[src/rtl/esm_ready_select.sv]
// Wakeup/select stage: tracks bs entries waiting on two source tags and round-robin selects a ready one.
// Latency: allocate-ready to output in 1 edge; wakeup to output in 2 edges (1 with ESM_WAKEUP_BYPASS_EN).
// Backpressure: the registered output holds while ready_valid & !issue_ready; no entry is freed during a stall.
module esm_ready_select #(
  parameter int bs    = 16,
  parameter int tag_w = 6
) (
  input  logic                  clk,
  input  logic                  rst,
  input  logic                  alloc_valid,
  input  logic [$clog2(bs)-1:0] alloc_index,
  input  logic [tag_w-1:0]      alloc_tag0,
  input  logic [tag_w-1:0]      alloc_tag1,
  input  logic                  alloc_rdy0,
  input  logic                  alloc_rdy1,
  output logic                  alloc_err,
  input  logic                  wb_valid,
  input  logic [tag_w-1:0]      wb_tag,
  output logic                  ready_valid,
  output logic [$clog2(bs)-1:0] ready_index,
  input  logic                  issue_ready,
  output logic [$clog2(bs):0]   occupancy
);

  localparam int iw = $clog2(bs);
  localparam int ow = iw + 1;

  logic [bs-1:0]    ent_vld;
  logic [bs-1:0]    ent_rdy0;
  logic [bs-1:0]    ent_rdy1;
  logic [tag_w-1:0] ent_tag0 [bs];
  logic [tag_w-1:0] ent_tag1 [bs];

  logic [bs-1:0] wb_hit0;
  logic [bs-1:0] wb_hit1;
  logic [bs-1:0] elig;
  logic [iw-1:0] rr_ptr;
  logic [iw-1:0] scan_idx;
  logic [iw-1:0] cand_idx;
  logic          cand_vld;
  logic          load;
  logic          grant;
  logic          alloc_ok;
  logic          alloc_wake0;
  logic          alloc_wake1;

  always_comb begin
    wb_hit0 = '0;
    wb_hit1 = '0;
    for (int i = 0; i < bs; i++) begin
      wb_hit0[i] = wb_valid && ent_vld[i] && (ent_tag0[i] == wb_tag);
      wb_hit1[i] = wb_valid && ent_vld[i] && (ent_tag1[i] == wb_tag);
    end
  end

`ifdef ESM_WAKEUP_BYPASS_EN
  // Same-cycle broadcast counts toward eligibility, saving one cycle of wakeup latency.
  assign elig = ent_vld & (ent_rdy0 | wb_hit0) & (ent_rdy1 | wb_hit1);
`else
  assign elig = ent_vld & ent_rdy0 & ent_rdy1;
`endif

  // First eligible entry at or above rr_ptr, wrapping modulo bs.
  always_comb begin
    cand_vld = 1'b0;
    cand_idx = '0;
    scan_idx = '0;
    for (int i = 0; i < bs; i++) begin
      scan_idx = rr_ptr + iw'(i);
      if (!cand_vld && elig[scan_idx]) begin
        cand_vld = 1'b1;
        cand_idx = scan_idx;
      end
    end
  end

  assign load        = !ready_valid || issue_ready;
  assign grant       = load && cand_vld;
  assign alloc_ok    = alloc_valid && !ent_vld[alloc_index];
  assign alloc_wake0 = alloc_rdy0 || (wb_valid && (alloc_tag0 == wb_tag));
  assign alloc_wake1 = alloc_rdy1 || (wb_valid && (alloc_tag1 == wb_tag));

  always_ff @(posedge clk) begin
    if (rst) begin
      ent_vld     <= '0;
      ent_rdy0    <= '0;
      ent_rdy1    <= '0;
      for (int i = 0; i < bs; i++) begin
        ent_tag0[i] <= '0;
        ent_tag1[i] <= '0;
      end
      rr_ptr      <= '0;
      ready_valid <= 1'b0;
      ready_index <= '0;
      alloc_err   <= 1'b0;
      occupancy   <= '0;
    end else begin
      ent_rdy0 <= ent_rdy0 | wb_hit0;
      ent_rdy1 <= ent_rdy1 | wb_hit1;
      // A granted entry is valid and an allocated one is not, so these never target the same index.
      if (grant) begin
        ent_vld[cand_idx] <= 1'b0;
      end
      if (alloc_ok) begin
        ent_vld[alloc_index]  <= 1'b1;
        ent_tag0[alloc_index] <= alloc_tag0;
        ent_tag1[alloc_index] <= alloc_tag1;
        ent_rdy0[alloc_index] <= alloc_wake0;
        ent_rdy1[alloc_index] <= alloc_wake1;
      end
      alloc_err <= alloc_valid && !alloc_ok;
      if (load) begin
        ready_valid <= cand_vld;
        if (cand_vld) begin
          ready_index <= cand_idx;
          rr_ptr      <= cand_idx + iw'(1);
        end
      end
      occupancy <= occupancy + ow'(alloc_ok) - ow'(grant);
    end
  end

endmodule

[config.mk]
export PLATFORM = sky130hd
export DESIGN_NAME = esm_ready_select
export DESIGN_NICKNAME = d
export VERILOG_FILES = /design/src/rtl/esm_ready_select.sv
export SDC_FILE = /design/constraint.sdc
export NUM_CORES = 1
export LEC_CHECK = 0
export CELL_PAD_IN_SITES_DETAIL_PLACEMENT = 1
export CELL_PAD_IN_SITES_GLOBAL_PLACEMENT = 1
export CORE_MARGIN = 5
export CORE_UTILIZATION = 54
export CTS_CLUSTER_DIAMETER = 80
export DETAILED_ROUTE_END_ITERATION = 8
export HOLD_SLACK_MARGIN = 0.06
export PLACE_DENSITY_LB_ADDON = 0.1
export SYNTH_ARGS = -nofsm -noshare
export SYNTH_HDL_FRONTEND = slang
export SYNTH_SLANG_ARGS = --single-unit
[constraint.sdc]
create_clock -name clk -period 14.3 [get_ports clk]
set_input_delay 4.29 -clock clk [delete_from_list [all_inputs] [get_ports clk]]
set_output_delay 4.29 -clock clk [all_outputs]
set_load 0.01 [all_outputs]
==> flow_summary.rst <==
.. list-table::
   :header-rows: 1

   * - Metric
     - Value
   * - Post CTS Setup Buffer Count
     - 0
   * - Number of enable-type register cells in the synthesized netlist
     - 192
   * - DRT Wirelength
     - 46800 um
   * - Clk root buf
     - sky130_fd_sc_hd__clkbuf_16
   * - Residual DRC count
     - 0
   * - Portion of total power attributed to combinational logic
     - 0.370
   * - Cells after synthesis
     - 1368
   * - Top cell by count, worst path
     - sky130_fd_sc_hd__nand2_1
   * - Number of port buffers
     - 39
   * - Final sum of negative setup slack
     - 0 ns
   * - Switching component of the power
     - 0.000924 W
   * - Most common cell after layout, fill and taps aside
     - sky130_fd_sc_hd__and3_1
   * - Clock input transition at the sequential cells of the worst setup and hold paths
     - 0.06 ns
   * - Resize count post-CTS
     - 0
   * - Area of the multi-input gates
     - 7220 um2
   * - Leading cell types in the layout, fill and taps excluded
     - 202 x sky130_fd_sc_hd__and3_1, 192 x sky130_fd_sc_hd__edfxtp_1, 112 x sky130_fd_sc_hd__xor2_1
   * - Register area share after synthesis
     - 0.476
   * - Total GRT Usage
     - 0.300
   * - Yosys cell types
     - 83
   * - Ys flop type
     - sky130_fd_sc_hd__edfxtp_1
   * - Floorplan row count
     - 60
   * - Clock share of power
     - 0.280
   * - Data arrival at the endpoint of the critical path
     - 8.16 ns
   * - Switching share of total power
     - 0.376
   * - Later-pin clock latency in the skew report
     - 0.57 ns
   * - Worst Hold Path Cells
     - 2
   * - Cells traversed along the worst timing path
     - clkdlybuf4s50_1 > mux4_2 > mux4_2 > nand2b_1 > inv_1 > nand2_1 > nor2_2 > buf_4 > nand2_1 > nand2_1
   * - Yosys synthesis warning count
     - 0
   * - Unrepaired setup endpoints after global routing
     - no
   * - Area of the die
     - 30700 um2
   * - Net count of the mapped netlist
     - 1414
   * - Tmin final
     - 7.99 ns
   * - Number of global-route vias before repair
     - 11700
   * - Maximum clock rate
     - 0.125 GHz
   * - Peak supply drop
     - 92.8 uV
   * - Utilization after layout
     - 0.602
   * - Post-Syn Area
     - 14800 um2
   * - Top fanout value on the critical path
     - 28
   * - R2R Path Start
     - rr_ptr[1]
   * - Max_slew headroom
     - 0.128
   * - Internal power consumption
     - 0.00153 W
   * - Share of post-route cells with drive strength above 1
     - 0.0951
   * - Share of flip-flops with an asynchronous set or reset
     - 0
   * - Number of buffers between clock root and the deepest sink
     - 3
   * - Placed wire-length estimate
     - 29600 um
   * - Number of antenna violations at the first check in global routing
     - 1
   * - Storage element area
     - 7030 um2
   * - Endpoint of the most critical register-to-register path
     - occupancy[4]
   * - Top area cells in the synthesized netlist
     - sky130_fd_sc_hd__edfxtp_1 39%, sky130_fd_sc_hd__and3_1 8.6%, sky130_fd_sc_hd__dfxtp_1 8.5%
   * - Setup Skew
     - 0.0351 ns
   * - Final weighted congestion of routability-driven global placement
     - 0.914
   * - Number of hold buffers added after cts
     - 0
   * - Overflow left after global routing
     - 0
   * - Area Overhead vs Synth
     - 9.83%
   * - P_leak
     - 6.52 nW
   * - CP max-delay cell
     - sky130_fd_sc_hd__clkdlybuf4s50_1
   * - Number of clock sinks
     - 255
   * - Setup violation total in the final timing report
     - 0
   * - Reg2reg path depth
     - 17
   * - Pin count of the biggest net entering global routing
     - 58
   * - Final hold violation count
     - 0
   * - Class of the tightest hold or removal check
     - flop to flop
   * - Final worst-path cycle share
     - 0.559
   * - Min-Delay Startpoint
     - ready_index[3]
   * - Detailed-route vias per instance
     - 6.65
   * - Via count
     - 11400
   * - First-pass GRT wire length
     - 71700 um
   * - Crit path largest cell delay
     - 0.74 ns
   * - Die H
     - 175 um
   * - Flip-flop and latch count after synthesis
     - 255
   * - Max-cap check violation count
     - 0
   * - I/O Pins
     - 40
   * - CTS tree
     - done
   * - Sort of element at the start of the critical path
     - input port
   * - First-iteration detailed-routing DRC count
     - 1110
   * - Avg Cell Area, Syn
     - 10.8 um2
   * - Average wire per standard cell
     - 27.2 um
   * - Number of H-tree levels
     - 1
   * - Final-report max-slew violation count
     - 0
   * - Die X
     - 175 um
   * - Proportion of power drawn by flip-flops and latches
     - 0.350
   * - Pwr Total
     - 0.00246 W
   * - Initial standard-cell utilization of the core
     - 0.548
   * - Count of filler cells inserted in the layout
     - 2818
   * - Post-route ant nets
     - 0
   * - Minimum setup slack among reg-to-reg paths
     - 8.09 ns
   * - Diode insertion count for antenna repair
     - 0
   * - Cell type with the largest total area after synthesis
     - sky130_fd_sc_hd__edfxtp_1
   * - Tightest Pin Transition
     - 1.30 ns
   * - Power density of the placed cells
     - 152 nW/um2
   * - Worst min-delay path endpoint
     - ready_index[3]
   * - Clock buffer count from CTS
     - 27
   * - Fraction of synthesized cell area taken by the top area cell type
     - 0.391
   * - Core Box Area
     - 27000 um2
   * - Path type of the worst setup path
     - input port to flop
   * - Outcome
     - finished clean
   * - Worst endpoint required time
     - 14.47 ns
   * - Net count of the finished layout
     - 1403
   * - Router iterations before antenna repair
     - 5
   * - Crit path capture type
     - flop
-- flip-flops by register name, indices dropped and copies added (netlist names) --
signal / flops
ready_valid: 1
rr_ptr: 4
ent_rdy1: 16
alloc_err: 1
occupancy: 5
ent_rdy0: 16
ent_tag0: 96
ent_vld: 16
ready_index: 4
ent_tag1: 96
-- critical path, delay by kind of cell --
family | cells | cell delay (ns)
buf+inv | 3 | 1.27
mux | 2 | 1.07
simple gates | 5 | 1.53
-- power groups by stage --
stage / Sequential [W] / Combinational, W / Clock, W
after floorplan: 0.000871 / 0.000642 / 0
after CTS: 0.000861 / 0.000899 / 0.000694
after global placement: 0.000874 / 0.000871 / 0
final: 0.000861 / 0.000909 / 0.000688
after global routing: 0.000864 / 0.000980 / 0.000724
after detailed placement: 0.000876 / 0.000892 / 0
-- routing by layer --
metal  GRT usage  part of all wire
met4      0.0789             0.028
met2       0.519              0.49
met1       0.400              0.41
met5           0                 0
met3      0.0394             0.067
-- synthesized netlist by cell type (16+ instances only) --
cell                       count
sky130_fd_sc_hd__o22ai_1      33
sky130_fd_sc_hd__xnor2_1     107
sky130_fd_sc_hd__and3_1      202
sky130_fd_sc_hd__xor2_1      112
sky130_fd_sc_hd__nor4_1       35
sky130_fd_sc_hd__mux4_2       20
sky130_fd_sc_hd__dfxtp_1      63
sky130_fd_sc_hd__nor2_1       47
sky130_fd_sc_hd__nand2_1      95
sky130_fd_sc_hd__o211ai_1     18
sky130_fd_sc_hd__inv_1        17
sky130_fd_sc_hd__a41oi_1      30
sky130_fd_sc_hd__o21ai_0      24
sky130_fd_sc_hd__and2_1       20
sky130_fd_sc_hd__nand4_1      17
sky130_fd_sc_hd__mux2i_1      23
sky130_fd_sc_hd__edfxtp_1    192
sky130_fd_sc_hd__a21oi_1      20
sky130_fd_sc_hd__nand3_1      24
sky130_fd_sc_hd__ha_1         16
sky130_fd_sc_hd__clkbuf_1     91
-- worst max path at each step --
stage,slack [ns],end,start
final,6.31,ent_tag0[1][5],alloc_index[0]
after global routing,6.17,ent_tag1[9][2],alloc_index[0]
after CTS,6.34,ent_tag1[1][4],alloc_index[0]
after detailed placement,5.81,ent_tag1[9][0],alloc_index[0]
after global placement,5.97,ent_tag0[9][3],alloc_index[0]
after floorplan,6.83,ent_tag0[12][0],alloc_index[0]
-- through the flow --
step	std cells	setup WS, ns	hold WS [ns]	cell area [um2]
2_1_floorplan	1368	6.83	0.474	14800
3_3_place_gp	1669	5.97	0.482	15400
3_5_place_dp	1669	5.81	0.495	15400
4_1_cts	1719	6.34	0.510	16200
5_1_grt	1719	6.17	0.542	16200
6_report	1719	6.31	0.505	16200
-- logic make-up after synthesis --
kind of cell | count (synthesis) | synth area share
simple gates | 485 | 0.183
flops | 255 | 0.476
xor+xnor | 221 | 0.132
compound gates | 204 | 0.103
buf+inv | 132 | 0.0362
mux | 54 | 0.0548
fa+ha+maj | 17 | 0.0149
-- final cells by class --
class,count,area share
Clock buffer,39,0.0469
Clock inverter,11,0.00579
Inverter,20,0.00478
Multi-Input combinational cell,981,0.445
Sequential cell,255,0.433
Tap cell,341,0.0263
Timing Repair Buffer,72,0.0375
No activity file was read; power rests on OpenSTA's default activity.
